`src/rtl/ofm_ctrl_pkg.sv`:
```
// Shared state encoding and default widths for the OFM partial-sum FIFO controller.
package ofm_ctrl_pkg;

  localparam int PIX_W_DEF  = 16;
  localparam int PASS_W_DEF = 8;
  localparam int WR_DLY_DEF = 2;

  typedef logic [2:0] state_t;

  localparam logic [2:0] ST_IDLE   = 3'd0;
  localparam logic [2:0] ST_CLEAR  = 3'd1;
  localparam logic [2:0] ST_STREAM = 3'd2;
  localparam logic [2:0] ST_FLUSH  = 3'd3;
  localparam logic [2:0] ST_DONE   = 3'd4;

endpackage

```
`src/rtl/valid_delay_line.sv`:
```
// Delays the accepted-pixel strobe to line up with the adder output; also reports
// whether any write-back is still in flight.
module valid_delay_line #(
  parameter int DEPTH = 2
) (
  input  logic clk,
  input  logic rst_n,
  input  logic clr,
  input  logic in_valid,
  output logic dv,
  output logic any_pending
);

  logic [DEPTH-1:0] stage_reg;
  logic [DEPTH-1:0] stage_next;

  assign stage_next[0] = in_valid;

  genvar gi;
  generate
    for (gi = 1; gi < DEPTH; gi++) begin : g_shift
      assign stage_next[gi] = stage_reg[gi-1];
    end
  endgenerate

  always_ff @(posedge clk) begin
    if (!rst_n || clr) begin
      stage_reg <= '0;
    end else begin
      stage_reg <= stage_next;
    end
  end

  assign dv          = stage_reg[DEPTH-1];
  assign any_pending = |stage_reg;

endmodule

```
`src/rtl/ofm_accum_fifo_ctrl.sv`:
```
// Pass sequencer for the OFM partial-sum FIFO bank: clears, streams, flushes
// write-backs, and steers the final pass to the output instead of the FIFO.
module ofm_accum_fifo_ctrl
  import ofm_ctrl_pkg::*;
#(
  parameter int PIX_W  = PIX_W_DEF,
  parameter int PASS_W = PASS_W_DEF,
  parameter int WR_DLY = WR_DLY_DEF
) (
  input  logic              clk,
  input  logic              rst_n,
  input  logic              start,
  input  logic [PIX_W-1:0]  num_pixels,
  input  logic [PASS_W-1:0] num_pass,
  input  logic              in_valid,
  output logic              in_ready,
  output logic              fifo_rd_clr,
  output logic              fifo_wr_clr,
  output logic              fifo_rd_en,
  output logic              fifo_rd_inc,
  output logic              fifo_wr_en,
  output logic              fifo_wr_inc,
  output logic              out_valid,
  output logic [PASS_W-1:0] pass_idx,
  output logic              busy,
  output logic              done,
  output logic              err_ovf
);

  state_t            state_reg, state_next;
  logic [PIX_W-1:0]  npix_reg, npix_next;
  logic [PASS_W-1:0] npass_reg, npass_next;
  logic [PIX_W-1:0]  pix_cnt_reg, pix_cnt_next;
  logic [PASS_W-1:0] pass_idx_reg, pass_idx_next;
  logic              err_ovf_reg, err_ovf_next;

  logic              accept;
  logic              start_ok;
  logic              last_pass;
  logic [PIX_W-1:0]  pix_inc;
  logic              dv;
  logic              any_pending;

  assign in_ready  = (state_reg == ST_STREAM);
  assign accept    = in_valid && in_ready;
  assign start_ok  = start && (num_pixels != '0) && (num_pass != '0);
  assign last_pass = (pass_idx_reg == (npass_reg - PASS_W'(1)));
  assign pix_inc   = pix_cnt_reg + PIX_W'(1);

  valid_delay_line #(
    .DEPTH(WR_DLY)
  ) u_dly (
    .clk        (clk),
    .rst_n      (rst_n),
    .clr        (state_reg == ST_IDLE),
    .in_valid   (accept),
    .dv         (dv),
    .any_pending(any_pending)
  );

  always_comb begin
    state_next    = state_reg;
    npix_next     = npix_reg;
    npass_next    = npass_reg;
    pix_cnt_next  = pix_cnt_reg;
    pass_idx_next = pass_idx_reg;
    err_ovf_next  = err_ovf_reg;

    if (in_valid && !in_ready && (state_reg != ST_IDLE)) begin
      err_ovf_next = 1'b1;
    end

    case (state_reg)
      ST_IDLE: begin
        if (start_ok) begin
          state_next    = ST_CLEAR;
          npix_next     = num_pixels;
          npass_next    = num_pass;
          pass_idx_next = '0;
          err_ovf_next  = 1'b0;
        end
      end
      ST_CLEAR: begin
        pix_cnt_next = '0;
        state_next   = ST_STREAM;
      end
      ST_STREAM: begin
        if (accept) begin
          pix_cnt_next = pix_inc;
          if (pix_inc == npix_reg) begin
            state_next = ST_FLUSH;
          end
        end
      end
      ST_FLUSH: begin
        // Hold the pass boundary until every write-back of this pass has landed.
        if (!any_pending) begin
          if (last_pass) begin
            state_next = ST_DONE;
          end else begin
            pass_idx_next = pass_idx_reg + PASS_W'(1);
            state_next    = ST_CLEAR;
          end
        end
      end
      ST_DONE: begin
        state_next = ST_IDLE;
      end
      default: begin
        state_next = ST_IDLE;
      end
    endcase
  end

  always_ff @(posedge clk) begin
    if (!rst_n) begin
      state_reg    <= ST_IDLE;
      npix_reg     <= '0;
      npass_reg    <= '0;
      pix_cnt_reg  <= '0;
      pass_idx_reg <= '0;
      err_ovf_reg  <= 1'b0;
    end else begin
      state_reg    <= state_next;
      npix_reg     <= npix_next;
      npass_reg    <= npass_next;
      pix_cnt_reg  <= pix_cnt_next;
      pass_idx_reg <= pass_idx_next;
      err_ovf_reg  <= err_ovf_next;
    end
  end

  assign fifo_rd_clr = (state_reg == ST_CLEAR);
  assign fifo_wr_clr = (state_reg == ST_CLEAR);
  assign fifo_rd_en  = accept && (pass_idx_reg != '0);
  assign fifo_rd_inc = fifo_rd_en;
  assign fifo_wr_en  = dv && !last_pass;
  assign fifo_wr_inc = fifo_wr_en;
  assign out_valid   = dv && last_pass;
  assign pass_idx    = pass_idx_reg;
  assign busy        = (state_reg != ST_IDLE);
  assign done        = (state_reg == ST_DONE);
  assign err_ovf     = err_ovf_reg;

endmodule
```
`config.mk`:
```
export PLATFORM = sky130hd
export DESIGN_NAME = ofm_accum_fifo_ctrl
export DESIGN_NICKNAME = d
export VERILOG_FILES = /design/src/rtl/ofm_ctrl_pkg.sv /design/src/rtl/valid_delay_line.sv /design/src/rtl/ofm_accum_fifo_ctrl.sv
export SDC_FILE = /design/constraint.sdc
export NUM_CORES = 1
export LEC_CHECK = 0
export CORE_ASPECT_RATIO = 1.5
export CORE_UTILIZATION = 59
export CTS_CLUSTER_DIAMETER = 120
export DETAILED_ROUTE_END_ITERATION = 8
export PLACE_DENSITY = 0.95
export SYNTH_ARGS = -nofsm -noshare
export SYNTH_HDL_FRONTEND = slang
export SYNTH_HIERARCHICAL = 1
export SYNTH_SLANG_ARGS = --single-unit
```
`constraint.sdc`:
```
create_clock -name clk -period 5.8 [get_ports clk]
set_input_delay 1.16 -clock clk [delete_from_list [all_inputs] [get_ports clk]]
set_output_delay 1.16 -clock clk [all_outputs]
set_load 0.02 [all_outputs]
```
**Yosys cells after proc, flatten, opt, wreduce, memory -nomap -nowiden**

Cells that the tools add are included.

- Output and inout bits: 19
- Register bits: 54
- Logic and storage cells: 60
- Input port bits: 28

- Add/subtract/negate cells: 3
- Equality and inequality tests: 11
- Reductions and logical operators: 24
- Multiplexer cells: 15

Operators by type and width:

| cell | number |
|---|---|
| 16-bit one-hot mux with 2 select lines | 1 |
| 8-bit 2-to-1 mux | 3 |
| 16-bit by 1-bit adder with 16-bit output (second input constant) | 1 |
| 16-bit == test | 1 |
| 16-bit 2-to-1 mux | 1 |
| 8-bit one-hot mux with 2 select lines | 1 |
| 16-bit nonzero test | 1 |
| 8-bit nonzero test | 2 |
| 3-bit 2-to-1 mux | 5 |
| 3-bit one-hot mux with 4 select lines | 1 |
| 8-bit by 1-bit adder with 8-bit output (second input constant) | 1 |
| 8-bit == test | 1 |
| 1-bit logical AND | 8 |
| 4-bit AND reduction | 2 |
| 8-bit by 1-bit subtractor with 8-bit output (second input constant) | 1 |
| 3-bit by 2-bit == test with 1-bit output (second input constant) | 2 |
| 2-bit != test (second input constant) | 3 |
| 2-bit by 1-bit != test with 1-bit output (second input constant) | 2 |
| 2-bit AND reduction | 2 |
| 2-bit nonzero test | 2 |
| 3-bit by 1-bit == test with 1-bit output (second input constant) | 1 |
| 3-bit == test (second input constant) | 1 |
| 1-bit zero test | 3 |
| 3-bit zero test | 1 |
| other kinds (4) | 6 |

**Depth between registers and ports, before layout**

- Word-level depth: 7
- Depth in mapped cells: 10
- Depth with buffers taken out: 8

**Cells and area by module**

Netlist, hierarchy kept.

By module, submodules not included:

| module | seq. area each (um^2) | cells each | instances | area each (um^2) |
|---|---|---|---|---|
| ofm_accum_fifo_ctrl | 1041.0 | 400 | 1 | 3211.8 |
| valid_delay_line | 40.0 | 5 | 1 | 65.1 |

**Least setup slack after synthesis**

No wires, ideal clock.

- Path kind: register to output
- Start: reg npass_reg[0]
- End: out fifo_wr_inc
- Buffers on the path: 2
- Path slack: 2.391 ns
- Required time: 4.640 ns
- Cell stages (with the launch flop): 10
- Data arrival time: 2.249 ns
- Cells stage by stage: dfxtp_1 buf_2 inv_1 ha_1 xor2_1 o211ai_1 or4b_4 a211o_1 and2_1 buf_4

- Longest elaborated chain between the ends: 4

Ends and longest elaborated chain:

| element | line | source |
|---|---|---|
| start, declared | ofm_accum_fifo_ctrl.sv:32 | `logic [PASS_W-1:0] npass_reg, npass_next;` |
| start signal, assigned | ofm_accum_fifo_ctrl.sv:126 | `npass_reg <= npass_next;` |
| 8-bit by 1-bit subtractor with 8-bit output | ofm_accum_fifo_ctrl.sv:47 | `assign last_pass = (pass_idx_reg == (npass_reg - PASS_W'(1)));` |
| 8-bit == test | ofm_accum_fifo_ctrl.sv:47 |  |
| 1-bit zero test | ofm_accum_fifo_ctrl.sv:137 | `assign fifo_wr_en = dv && !last_pass;` |
| 1-bit logical AND | ofm_accum_fifo_ctrl.sv:137 |  |
| end, declared | ofm_accum_fifo_ctrl.sv:22 | `output logic fifo_wr_inc,` |

Every way passes these cells.

**Worst setup path after layout**

- Start: reg npass_reg[0]
- End: out out_valid

- Longest elaborated chain between the ends: 3

Ends and longest elaborated chain:

| element | line | source |
|---|---|---|
| 8-bit by 1-bit subtractor with 8-bit output | ofm_accum_fifo_ctrl.sv:47 |  |
| 8-bit == test | ofm_accum_fifo_ctrl.sv:47 |  |
| 1-bit logical AND | ofm_accum_fifo_ctrl.sv:139 | `assign out_valid = dv && last_pass;` |
| end, declared | ofm_accum_fifo_ctrl.sv:23 | `output logic out_valid,` |

Every way passes these cells.

==> impl_results.md <==
* Largest family of logic cells by synthesized area: simple AND/OR/NAND/NOR gates
* Critical Path Fanout Max at 12
* Routed length on met3 at 421 um
* Critical Setup Path Class: reg -> out
* Number of diodes at 0
* Sequential fraction of the synthesis area at 33.0%
* HP Class: reg -> reg
* Core footprint at 0.00525 mm2
* Max_cap viols at 0
* Fmax at 223 MHz
* Top cells by area, synth: dfxtp_1 (33%), mux2i_1 (7.3%), nor2_1 (6.1%), a21oi_1 (4.6%), xor2_1 (3.7%)
* Top-count cell post-synth: dfxtp_1
* Largest net degree at the start of global routing at 28
* Worst-margin pin slew at 0.833 ns
* Max Buffers Root-to-Sink at 2
* Setup TNS at 0 ns
* Clock Skew at 0.00883 ns
* Final Max Tran Viols at 0
* Synthesized area per cell at 8.09 um2
* Antenna violations before repair at 0
* Clk slew on worst S/H paths at 0.09 ns
* All-Layer GR Usage at 27.7%
* Worst skew pair latency at 0.30 ns
* Post-synth EDFFs at 0
* Critical-path cell list: inv_1, ha_1, xor2_1, o211ai_1, or4b_4, a211oi_2, and2_1, clkdlybuf4s50_1
* IO buf count at 46
* Vias in the first global route at 2954
* Ratio of cells with drive above 1 in the final layout at 5.34%
* Fin crit period at 4.49 ns
* Worst path arrival time at 3.33 ns
* Vias/cell at 6.29
* Setup Fix Bufs, Post-CTS at 0
* CTS tree: yes
* Final setup violation count at 0
* Status: complete, no violations
* Max rail drop VDD at 179 uV
* Synth Area in Compound Gates at 17.0%
* Power per Cell Area at 217 mW/mm2
* Final Hold Fails at 0
* Via count at 3138
* Flops & latches, synth at 54
* WL per Instance at 15.6 um
* Relative slew slack at 44.3%
* CTS Buf Count at 5
* FP Rows at 32
* Synth top cells by count: dfxtp_1 (54), nor2_1 (53), a21oi_1 (30)
* Post-CTS Hold Buffers at 0
* Initial Utilization at 62.5%
* Nets at 463
* Post-route cell area at 0.00378 mm2
* FFs w/ async S/R, synth at 0%
* Fin crit share at 77.5%
* Critical path endpoint category: output port
* Residual DRC at 0
* Simple-gate area share of the yosys netlist at 27.1%
* Area Growth Syn to Fin at 15.5%
* Synthesized instance count at 405
* Synth cell types at 56
* DR top layer: met4
* RSZ-0062 raised after global routing: false
* Met2 WL at 4.05 mm
* Gr ovfl total at 0
* Die area at 0.00586 mm2
* Post_cts resized at 0
* CP top delay family: simple AND/OR/NAND/NOR gates
* Fillers at 405
* Main flop type after synthesis: dfxtp_1
* DRT antenna net count at 0
* CP max stage delay at 0.60 ns
* Post-Synthesis Cell Area at 0.00328 mm2
* Clock root cell: clkbuf_8
* Multiplexer share of the synthesized area at 7.79%
* Post-synth top area cell: dfxtp_1
* Syn. warnings at 6
* Leak Pwr at 0.00143 uW
* Area share of fa/ha/maj cells after synthesis at 1.53%
* Sinks on Clock Net at 54
* Die W at 62.9 um
* Critical path required time at 4.64 ns
* Initial drt markers at 269
* Area of the multi-input gates at 0.00201 mm2
* CTS H-tree depth at 2
* Register-to-register setup slack at 3.00 ns
* DP Wirelength at 5.98 mm
* I/O pin count at 47
* Area share of the largest cell type after synthesis at 33.0%
* First-pass DRT Iterations at 5
* XOR/XNOR Fraction of Synth Area at 7.94%
* Syn_nets at 437
* Final wirelength at 7.79 mm
* Sequential cell area at 0.00108 mm2
* Die Y-Extent at 93.3 um
* Gpl congestion at 0.908
* Placed Area at 0.00370 mm2
* DRT met1 WL at 3.01 mm
* First-pass GRT wire length at 13.0 mm
* Slowest CP cell: clkdlybuf4s50_1
* Critical path launch point type: flip-flop
* CP bufs+invs at 2
==> per-stage QoR <==
stage	hold WS [ns]	util [%]	total power [uW]	setup WS, ns	instances
floorplan	0.469	-	564	2.39	405
global placement	0.453	70.6	620	1.77	492
detailed placement	0.467	70.6	629	1.67	492
CTS	0.487	72.2	823	1.32	499
global route	0.507	72.2	864	1.16	499
finish	0.478	72.2	823	1.31	499
==> worst min-delay path, delay by kind of cell, from the launching register on <==
kind / cells / cell delay (ns)
AND/OR/NAND/NOR: 1 / 0.07
AO/OA/AOI/OAI: 1 / 0.04
flip-flops: 1 / 0.33
==> final timing paths <==
kind,start,depth (start not counted),to
max reg2reg,npass_reg[0],8,pass_idx[5]
min reg2reg,err_ovf,2,err_ovf
max,npass_reg[0],8,out_valid
min,err_ovf,2,err_ovf
==> placed cells by master, fill, tap and decap left out, drive strengths merged, types with 5 or more instances in the layout <==
| master | count |
|---|---|
| clkbuf | 6 |
| inv | 12 |
| nand4 | 8 |
| clkdlybuf4s50 | 46 |
| nand2 | 26 |
| a31oi | 5 |
| nor4 | 14 |
| a21oi | 30 |
| nor3 | 12 |
| or3 | 8 |
| xor2 | 14 |
| nand3 | 19 |
| xnor2 | 13 |
| mux2i | 24 |
| dfxtp | 54 |
| o21ai | 17 |
| nor2 | 53 |
| or4 | 6 |
==> layer usage <==
metal | global-route usage, % | up-vias
li1 | - | 1510
met1 | 30.4 | 1434
met2 | 50.4 | 153
met3 | 4.15 | 41
met4 | 15.3 | 0
met5 | 0 | -
==> layout make-up <==
type | count | share of cell area (%)
Tap cell | 68 | 2.25
Inverter | 12 | 1.19
Timing Repair Buffer | 49 | 12.8
Sequential cell | 54 | 28.6
Multi-Input combinational cell | 309 | 53.1
Clock buffer | 6 | 1.92
Clock inverter | 1 | 0.198
==> where the power goes <==
| part | switching [uW] | internal, uW | total, uW | leakage [uW] |
|---|---|---|---|---|
| registers | 25.7 | 390 | 416 | 0.000439 |
| logic | 112 | 96.0 | 208 | 0.000955 |
| clock network | 116 | 83.1 | 200 | 0.0000373 |
==> kinds of logic (layout without fill, tap and decap cells) <==
family / count (synthesis) / in the layout
compound gates: 83 / 83
xor+xnor: 28 / 28
buf+inv: 42 / 68
simple gates: 169 / 169
flops: 54 / 54
mux: 25 / 25
fa+ha+maj: 4 / 4
No activity file was read; power rests on OpenSTA's default activity.
